--- config.mk ---
export PLATFORM = sky130hd
export DESIGN_NAME = clk_divider_flat
export DESIGN_NICKNAME = d
export VERILOG_FILES = /design/src/rtl/clk_divider_if.sv /design/src/rtl/clk_divider.sv /design/src/flat_wrapper.sv
export SDC_FILE = /design/constraint.sdc
export NUM_CORES = 1
export LEC_CHECK = 0
export CAP_MARGIN = 15
export CORE_MARGIN = 3
export CORE_UTILIZATION = 40
export DETAILED_ROUTE_END_ITERATION = 7
export GPL_TIMING_DRIVEN = 1
export SYNTH_ARGS = -nofsm -noshare
export SYNTH_HDL_FRONTEND = slang
export SYNTH_SLANG_ARGS = --single-unit
--- constraint.sdc ---
create_clock -name clk_in -period 2.4 [get_ports clk_in]
set_input_delay 0.36 -clock clk_in [delete_from_list [all_inputs] [get_ports clk_in]]
set_output_delay 0.36 -clock clk_in [all_outputs]
set_load 0.005 [all_outputs]
--- src/rtl/clk_divider_if.sv ---
// Control/status bundle between the clock divider and its controller.
// The controller drives run and ratio requests; the divider returns status and clock.
interface clk_divider_if #(
  parameter int DIV_W = 8
);
  logic             en;
  logic [DIV_W-1:0] div_val;
  logic             div_load;
  logic             div_busy;
  logic             div_err;
  logic [DIV_W-1:0] cur_div;
  logic             clk_out;
  logic             clk_rise;

  modport master (
    output en, div_val, div_load,
    input  div_busy, div_err, cur_div, clk_out, clk_rise
  );

  modport slave (
    input  en, div_val, div_load,
    output div_busy, div_err, cur_div, clk_out, clk_rise
  );
endinterface

--- src/rtl/clk_divider.sv ---
// Programmable integer clock divider with glitch-free start/stop and ratio-change handshake.
// Optional macro CLK_DIV_ODD50_EN adds a negedge flop for 50% duty on odd ratios.
module clk_divider #(
  parameter int DIV_W     = 8,
  parameter int DIV_RESET = 2
) (
  input  logic         clk_in,
  input  logic         rst,
  clk_divider_if.slave bus
);

  typedef enum logic {IDLE, RUN} state_t;

  state_t           state, state_nxt;
  logic [DIV_W-1:0] cnt, cnt_nxt;
  logic [DIV_W-1:0] cur_div, cur_div_nxt;
  logic [DIV_W-1:0] pending, pending_nxt;
  logic             busy, busy_nxt;
  logic             err_q, err_nxt;
  logic             pos_q, pos_nxt;
  logic             rise_q, rise_nxt;
  logic             apply;
  logic             at_wrap;
  logic [DIV_W:0]   high_len;

  // Extra bit keeps ceil(N/2) exact when N is the maximum ratio.
`ifdef CLK_DIV_ODD50_EN
  assign high_len = {1'b0, cur_div} >> 1;
`else
  assign high_len = ({1'b0, cur_div} + 1'b1) >> 1;
`endif

  assign at_wrap = (cnt == cur_div - 1'b1);

  // NOTE: every variable gets a default before the case so no path leaves it unassigned (no latches).
  always_comb begin
    state_nxt   = state;
    cnt_nxt     = cnt;
    cur_div_nxt = cur_div;
    pending_nxt = pending;
    busy_nxt    = busy;
    err_nxt     = 1'b0;
    pos_nxt     = pos_q;
    rise_nxt    = 1'b0;
    apply       = 1'b0;

    case (state)
      IDLE: begin
        cnt_nxt = '0;
        pos_nxt = 1'b0;
        apply   = busy;
        if (bus.en) begin
          state_nxt = RUN;
          pos_nxt   = 1'b1;
          rise_nxt  = 1'b1;
        end
      end
      RUN: begin
        if (at_wrap) begin
          // Period boundary: the only place ratio changes and stops take effect.
          apply   = busy;
          cnt_nxt = '0;
          if (bus.en) begin
            pos_nxt  = 1'b1;
            rise_nxt = 1'b1;
          end else begin
            state_nxt = IDLE;
            pos_nxt   = 1'b0;
          end
        end else begin
          cnt_nxt = cnt + 1'b1;
          pos_nxt = ({1'b0, cnt_nxt} < high_len);
        end
      end
      default: state_nxt = IDLE;
    endcase

    if (apply) begin
      cur_div_nxt = pending;
      busy_nxt    = 1'b0;
    end

    // While busy, a new strobe is dropped silently; the first pending ratio wins.
    if (bus.div_load && !busy) begin
      if (bus.div_val >= DIV_W'(2)) begin
        pending_nxt = bus.div_val;
        busy_nxt    = 1'b1;
      end else begin
        err_nxt = 1'b1;
      end
    end
  end

  // NOTE: sequential state uses non-blocking assignments so all flops update from pre-edge values.
  always_ff @(posedge clk_in) begin
    if (rst) begin
      state   <= IDLE;
      cnt     <= '0;
      cur_div <= DIV_W'(DIV_RESET);
      pending <= '0;
      busy    <= 1'b0;
      err_q   <= 1'b0;
      pos_q   <= 1'b0;
      rise_q  <= 1'b0;
    end else begin
      state   <= state_nxt;
      cnt     <= cnt_nxt;
      cur_div <= cur_div_nxt;
      pending <= pending_nxt;
      busy    <= busy_nxt;
      err_q   <= err_nxt;
      pos_q   <= pos_nxt;
      rise_q  <= rise_nxt;
    end
  end

`ifdef CLK_DIV_ODD50_EN
  logic neg_q;

  // Half-cycle-delayed copy of the high phase stretches odd ratios to exact 50% duty.
  always_ff @(negedge clk_in) begin
    if (rst) neg_q <= 1'b0;
    else     neg_q <= pos_q & cur_div[0];
  end

  assign bus.clk_out = pos_q | neg_q;
`else
  assign bus.clk_out = pos_q;
`endif

  assign bus.clk_rise = rise_q;
  assign bus.cur_div  = cur_div;
  assign bus.div_busy = busy;
  assign bus.div_err  = err_q;

endmodule

--- src/flat_wrapper.sv ---
// flat-port wrapper written by rule: the top's interface ports become plain ports
module clk_divider_flat 
#(
  parameter int DIV_W     = 8,
  parameter int DIV_RESET = 2
)
  (clk_in, rst, bus_en, bus_div_val, bus_div_load, bus_div_busy, bus_div_err, bus_cur_div, bus_clk_out, bus_clk_rise);
  clk_divider_if #(.DIV_W(DIV_W)) bus_i ();
  input  logic clk_in;
  input  logic rst;
  input wire logic [$bits(bus_i.en)-1:0] bus_en;
  input wire logic [$bits(bus_i.div_val)-1:0] bus_div_val;
  input wire logic [$bits(bus_i.div_load)-1:0] bus_div_load;
  output wire logic [$bits(bus_i.div_busy)-1:0] bus_div_busy;
  output wire logic [$bits(bus_i.div_err)-1:0] bus_div_err;
  output wire logic [$bits(bus_i.cur_div)-1:0] bus_cur_div;
  output wire logic [$bits(bus_i.clk_out)-1:0] bus_clk_out;
  output wire logic [$bits(bus_i.clk_rise)-1:0] bus_clk_rise;
  assign bus_i.en = bus_en;
  assign bus_i.div_val = bus_div_val;
  assign bus_i.div_load = bus_div_load;
  assign bus_div_busy = bus_i.div_busy;
  assign bus_div_err = bus_i.div_err;
  assign bus_cur_div = bus_i.cur_div;
  assign bus_clk_out = bus_i.clk_out;
  assign bus_clk_rise = bus_i.clk_rise;
  clk_divider #(.DIV_W(DIV_W), .DIV_RESET(DIV_RESET)) u_core (.clk_in(clk_in), .rst(rst), .bus(bus_i));
endmodule
==> key figures <==
Synthesis
  • Post-synthesis adder-cell area fraction: 7.75%
  • Avg Synthesized Cell Area: between 8 and 9 um^2
  • Cells after Synth: 180
  • Area share of the largest cell type after synthesis: between 30% and 40%
  • Largest family of logic cells by synthesized area: simple AND/OR/NAND/NOR gates
  • Yosys cell types: 33
  • Largest area contributor in the netlist: dfxtp_1
  • Synth Cell Area: 0.00162 mm^2
  • Mux share of post-synthesis cell area: 10.5%
  • Synth Area in Simple Gates: around 22%
  • Register area share after synthesis: between 30% and 40%
  • XOR/XNOR Fraction of Synth Area: 12.5%
  • Syn. warnings: 0
  • #FFs+latches synth: 29
  • Top cells by area, synth: dfxtp_1 (36%), mux2i_1 (11%), ha_1 (7.7%)
  • Complex-gate fraction of the synthesized area: 6.20%
  • Syn Nets: roughly 200

Worst setup path
  • RR Endpoint: u_core.bus.clk_out
  • RR Startpoint: u_core.bus.cur_div[1]
  • Crit path launch type: flip-flop
  • CP Class: flip-flop to flip-flop
  • Worst EP required: between 2 and 3 ns
  • Critical Path Fanout Max: 9
  • Reg2reg setup slack: approximately 0.17 ns
  • Arrival time worst endpoint: 2.44 ns
  • Worst R2R Path Depth: 10
  • Critical Path Sink Type: flip-flop

Drt
  • DRT antenna net count: 0
  • Vias per cell: slightly above 5
  • Via count: roughly 1,300
  • WL final: 3.58 mm
  • Iter 0 DRT Violations: 56
  • DRC: 0
  • Drt wl/cell: 14.0 um
  • DR pass1 iterations: 5

Worst hold path
  • Hold Crit Start: u_core.pending[0]
  • Hold path depth: 2
  • Hold Crit Endpoint: u_core.bus.cur_div[0]
  • Hold/Removal Path Class: flip-flop to flip-flop

Pwr
  • IR Drop Worst-Case VDD: roughly 0.32 mV
  • Pleak: approximately 0.87 nW
  • Pwr dens: approximately 600 mW/mm^2

Global route
  • Global-route wire length before repair: between 6 and 7 mm
  • Initial antenna violation count: 0
  • Vias in the first global route: 1,313
  • Largest net degree at the start of global routing: 20
  • Grt total ovfl: 0
  • M3 GR Usage: under 10%
  • Total track usage: between 15 and 20%
  • Met1 GRT Util: a little under a fifth
  • Gr busiest metal: met2
  • Met2 Usage GRT: between 20% and 30%

Timing
  • Clock skew: approximately 0.0028 ns
  • Worst Max-Slew Pin Slew: roughly 0.55 ns
  • Worst hold margin: roughly 0.46 ns
  • # setup viols final: 0
  • Fmax: between 400 and 500 MHz
  • Min cycle time layout: 2.23 ns
  • RSZ-0062 raised after global routing: yes
  • Final Max Slew Viols: 0
  • Final Hold Vio Count: 0
  • Worst slew margin: around 63%
  • Period utilization: about 93%

Floorplanning
  • Starting density of the core: around 43%
  • Chip height: a little under 70 um
  • # rows: 22
  • DIE AREA: approximately 0.0048 mm^2
  • I/O pins: 24
  • Die width: about 70 um
  • Core ar.: roughly 0.0038 mm^2

Placed design
  • RePlAce Congestion: 0.779
  • Placed Cells: 248
  • # port buffers: 23
  • DP HPWL: approximately 2.7 mm

Outcome
  • Outcome: completed

Clock network
  • Clk pin slew, worst setup/hold paths: 0.06 ns
  • Clk buf depth: 2
  • Clk sinks: 29
  • Root buffer cell: clkbuf_8
  • Cts bufs inserted: 5
  • Post-CTS setup buffer count: 0
  • Htree depth: 2
  • Clk_lat worst skew: 0.28 ns
  • TritonCTS clock tree: yes

Finish
  • Layout cell share with drive strength beyond 1: around a tenth
  • Footprint of the multi-input gates: a little under 0.001 mm^2
  • Nets: between 200 and 250
  • Non-Filler Instances: ~260
  • Number of diodes: 0
  • Sequential Area: 588 um^2
  • Area Growth Syn to Fin: 26.4%
  • Filler Cells Inserted: about 330

Flow run
  • Total of max-cap violations: 0
[state kept, by name, summed over array words and instances, names as in the netlist]
name	flops
u_core.cnt	8
u_core.bus.clk_out	1
u_core.pending	8
u_core.bus.div_busy	1
u_core.state	1
u_core.bus.cur_div	8
u_core.bus.div_err	1
u_core.bus.clk_rise	1
[placed cells by master, fill, tap and decap left out, drive strengths merged]
| master | instances |
|---|---|
| dfxtp | 29 |
| clkdlybuf4s50 | 23 |
| nor2 | 19 |
| nand2 | 19 |
| mux2i | 17 |
| xor2 | 12 |
| xnor2 | 11 |
| and3 | 11 |
| ha | 10 |
| buf | 9 |
| nand3 | 8 |
| clkbuf | 6 |
| inv | 4 |
| nand4 | 4 |
| a21o | 3 |
| nor3 | 2 |
| o31ai | 2 |
| nor3b | 2 |
| and2 | 2 |
| a211oi | 1 |
| a21oi | 1 |
| o311ai | 1 |
| or4 | 1 |
| a31oi | 1 |
| nand4bb | 1 |
| a2111o | 1 |
| nor4 | 1 |
| nor4b | 1 |
| and3b | 1 |
| a31o | 1 |
| a21boi | 1 |
| o21a | 1 |
| clkinvlp | 1 |
| bufinv | 1 |
[cell families after synthesis]
group,after synthesis
simple gates,72
flops,29
xor+xnor,23
mux,17
buf+inv,16
compound gates,13
fa+ha+maj,10
[critical path: stages, from the launching register on]
cell and delay (ns):
dfxtp_4 0.39, ha_1 0.19, and3_4 0.21, nand3_1 0.09, xor2_1 0.18, ha_1 0.33, a21o_1 0.17, a21o_1 0.17
a21oi_1 0.14, o311ai_0 0.15, mux2i_1 0.17
[metal layers]
layer	vias to the layer above	part of all wire [%]
li1	674	-
met1	613	44
met2	26	50
met3	7	3.7
met4	0	1.8
met5	-	0
[repair_timing]
| action | CTS | global route |
|---|---|---|
| setup endpoints to repair | 1 | 2 |
| gates resized for setup | 2 | 3 |
| endpoints found under the hold margin | 0 | 0 |
| hold buffers | 0 | 0 |
[final cells by class]
class	instances	area share, %
clock buffer	6	4.04
sequential	29	28.8
timing repair buffer	32	14.6
clock inverter	2	1.84
multi-input combinational	135	47.1
inverter	4	0.735
tap	48	2.94
[per-stage QoR]
stage	setup WS, ns	total power [mW]	TNS, ns	utilization (%)	cell area, um^2
2_1_floorplan	0.216	0.627	0	-	1620
3_3_place_gp	0.136	0.688	0	50.6	1910
3_5_place_dp	-0.00364	0.692	-0.00364	50.6	1910
4_1_cts	0.0759	1.22	0	53.9	2030
5_1_grt	-0.0249	1.27	-0.0249	54.1	2040
6_report	0.168	1.21	0	54.1	2040
[where the power goes]
part	total [mW]	switching [mW]	internal, mW
combinational	0.160	0.0712	0.0888
clock	0.532	0.195	0.337
sequential	0.520	0.0191	0.501
[synthesized netlist by cell type, drive strengths merged]
cell type,n
a2111o,1
a211oi,1
a21boi,1
a21o,3
a21oi,1
a31o,1
a31oi,1
and2,2
and3,11
and3b,1
buf,3
clkbuf,9
dfxtp,29
ha,10
inv,4
mux2i,17
nand2,19
nand3,8
nand4,4
nand4bb,1
nor2,19
nor3,2
nor3b,2
nor4,1
nor4b,1
o21a,1
o311ai,1
o31ai,2
or4,1
xnor2,11
xor2,12
[how the worst max path moves through the flow]
stage / cells after the start / slack (ns) / from / endpoint
after floorplan: 10 / 0.22 / u_core.bus.cur_div[2] / u_core.bus.clk_out
after global placement: 10 / 0.14 / u_core.bus.cur_div[1] / u_core.bus.clk_out
after detailed placement: 10 / -0.004 / u_core.bus.cur_div[1] / u_core.bus.clk_out
after CTS: 10 / 0.08 / u_core.bus.cur_div[1] / u_core.bus.clk_out
after global routing: 8 / -0.02 / u_core.bus.cur_div[0] / u_core.bus.cur_div[3]
final: 10 / 0.17 / u_core.bus.cur_div[1] / u_core.bus.clk_out
Note: power is estimated with default switching activity, not from simulation.
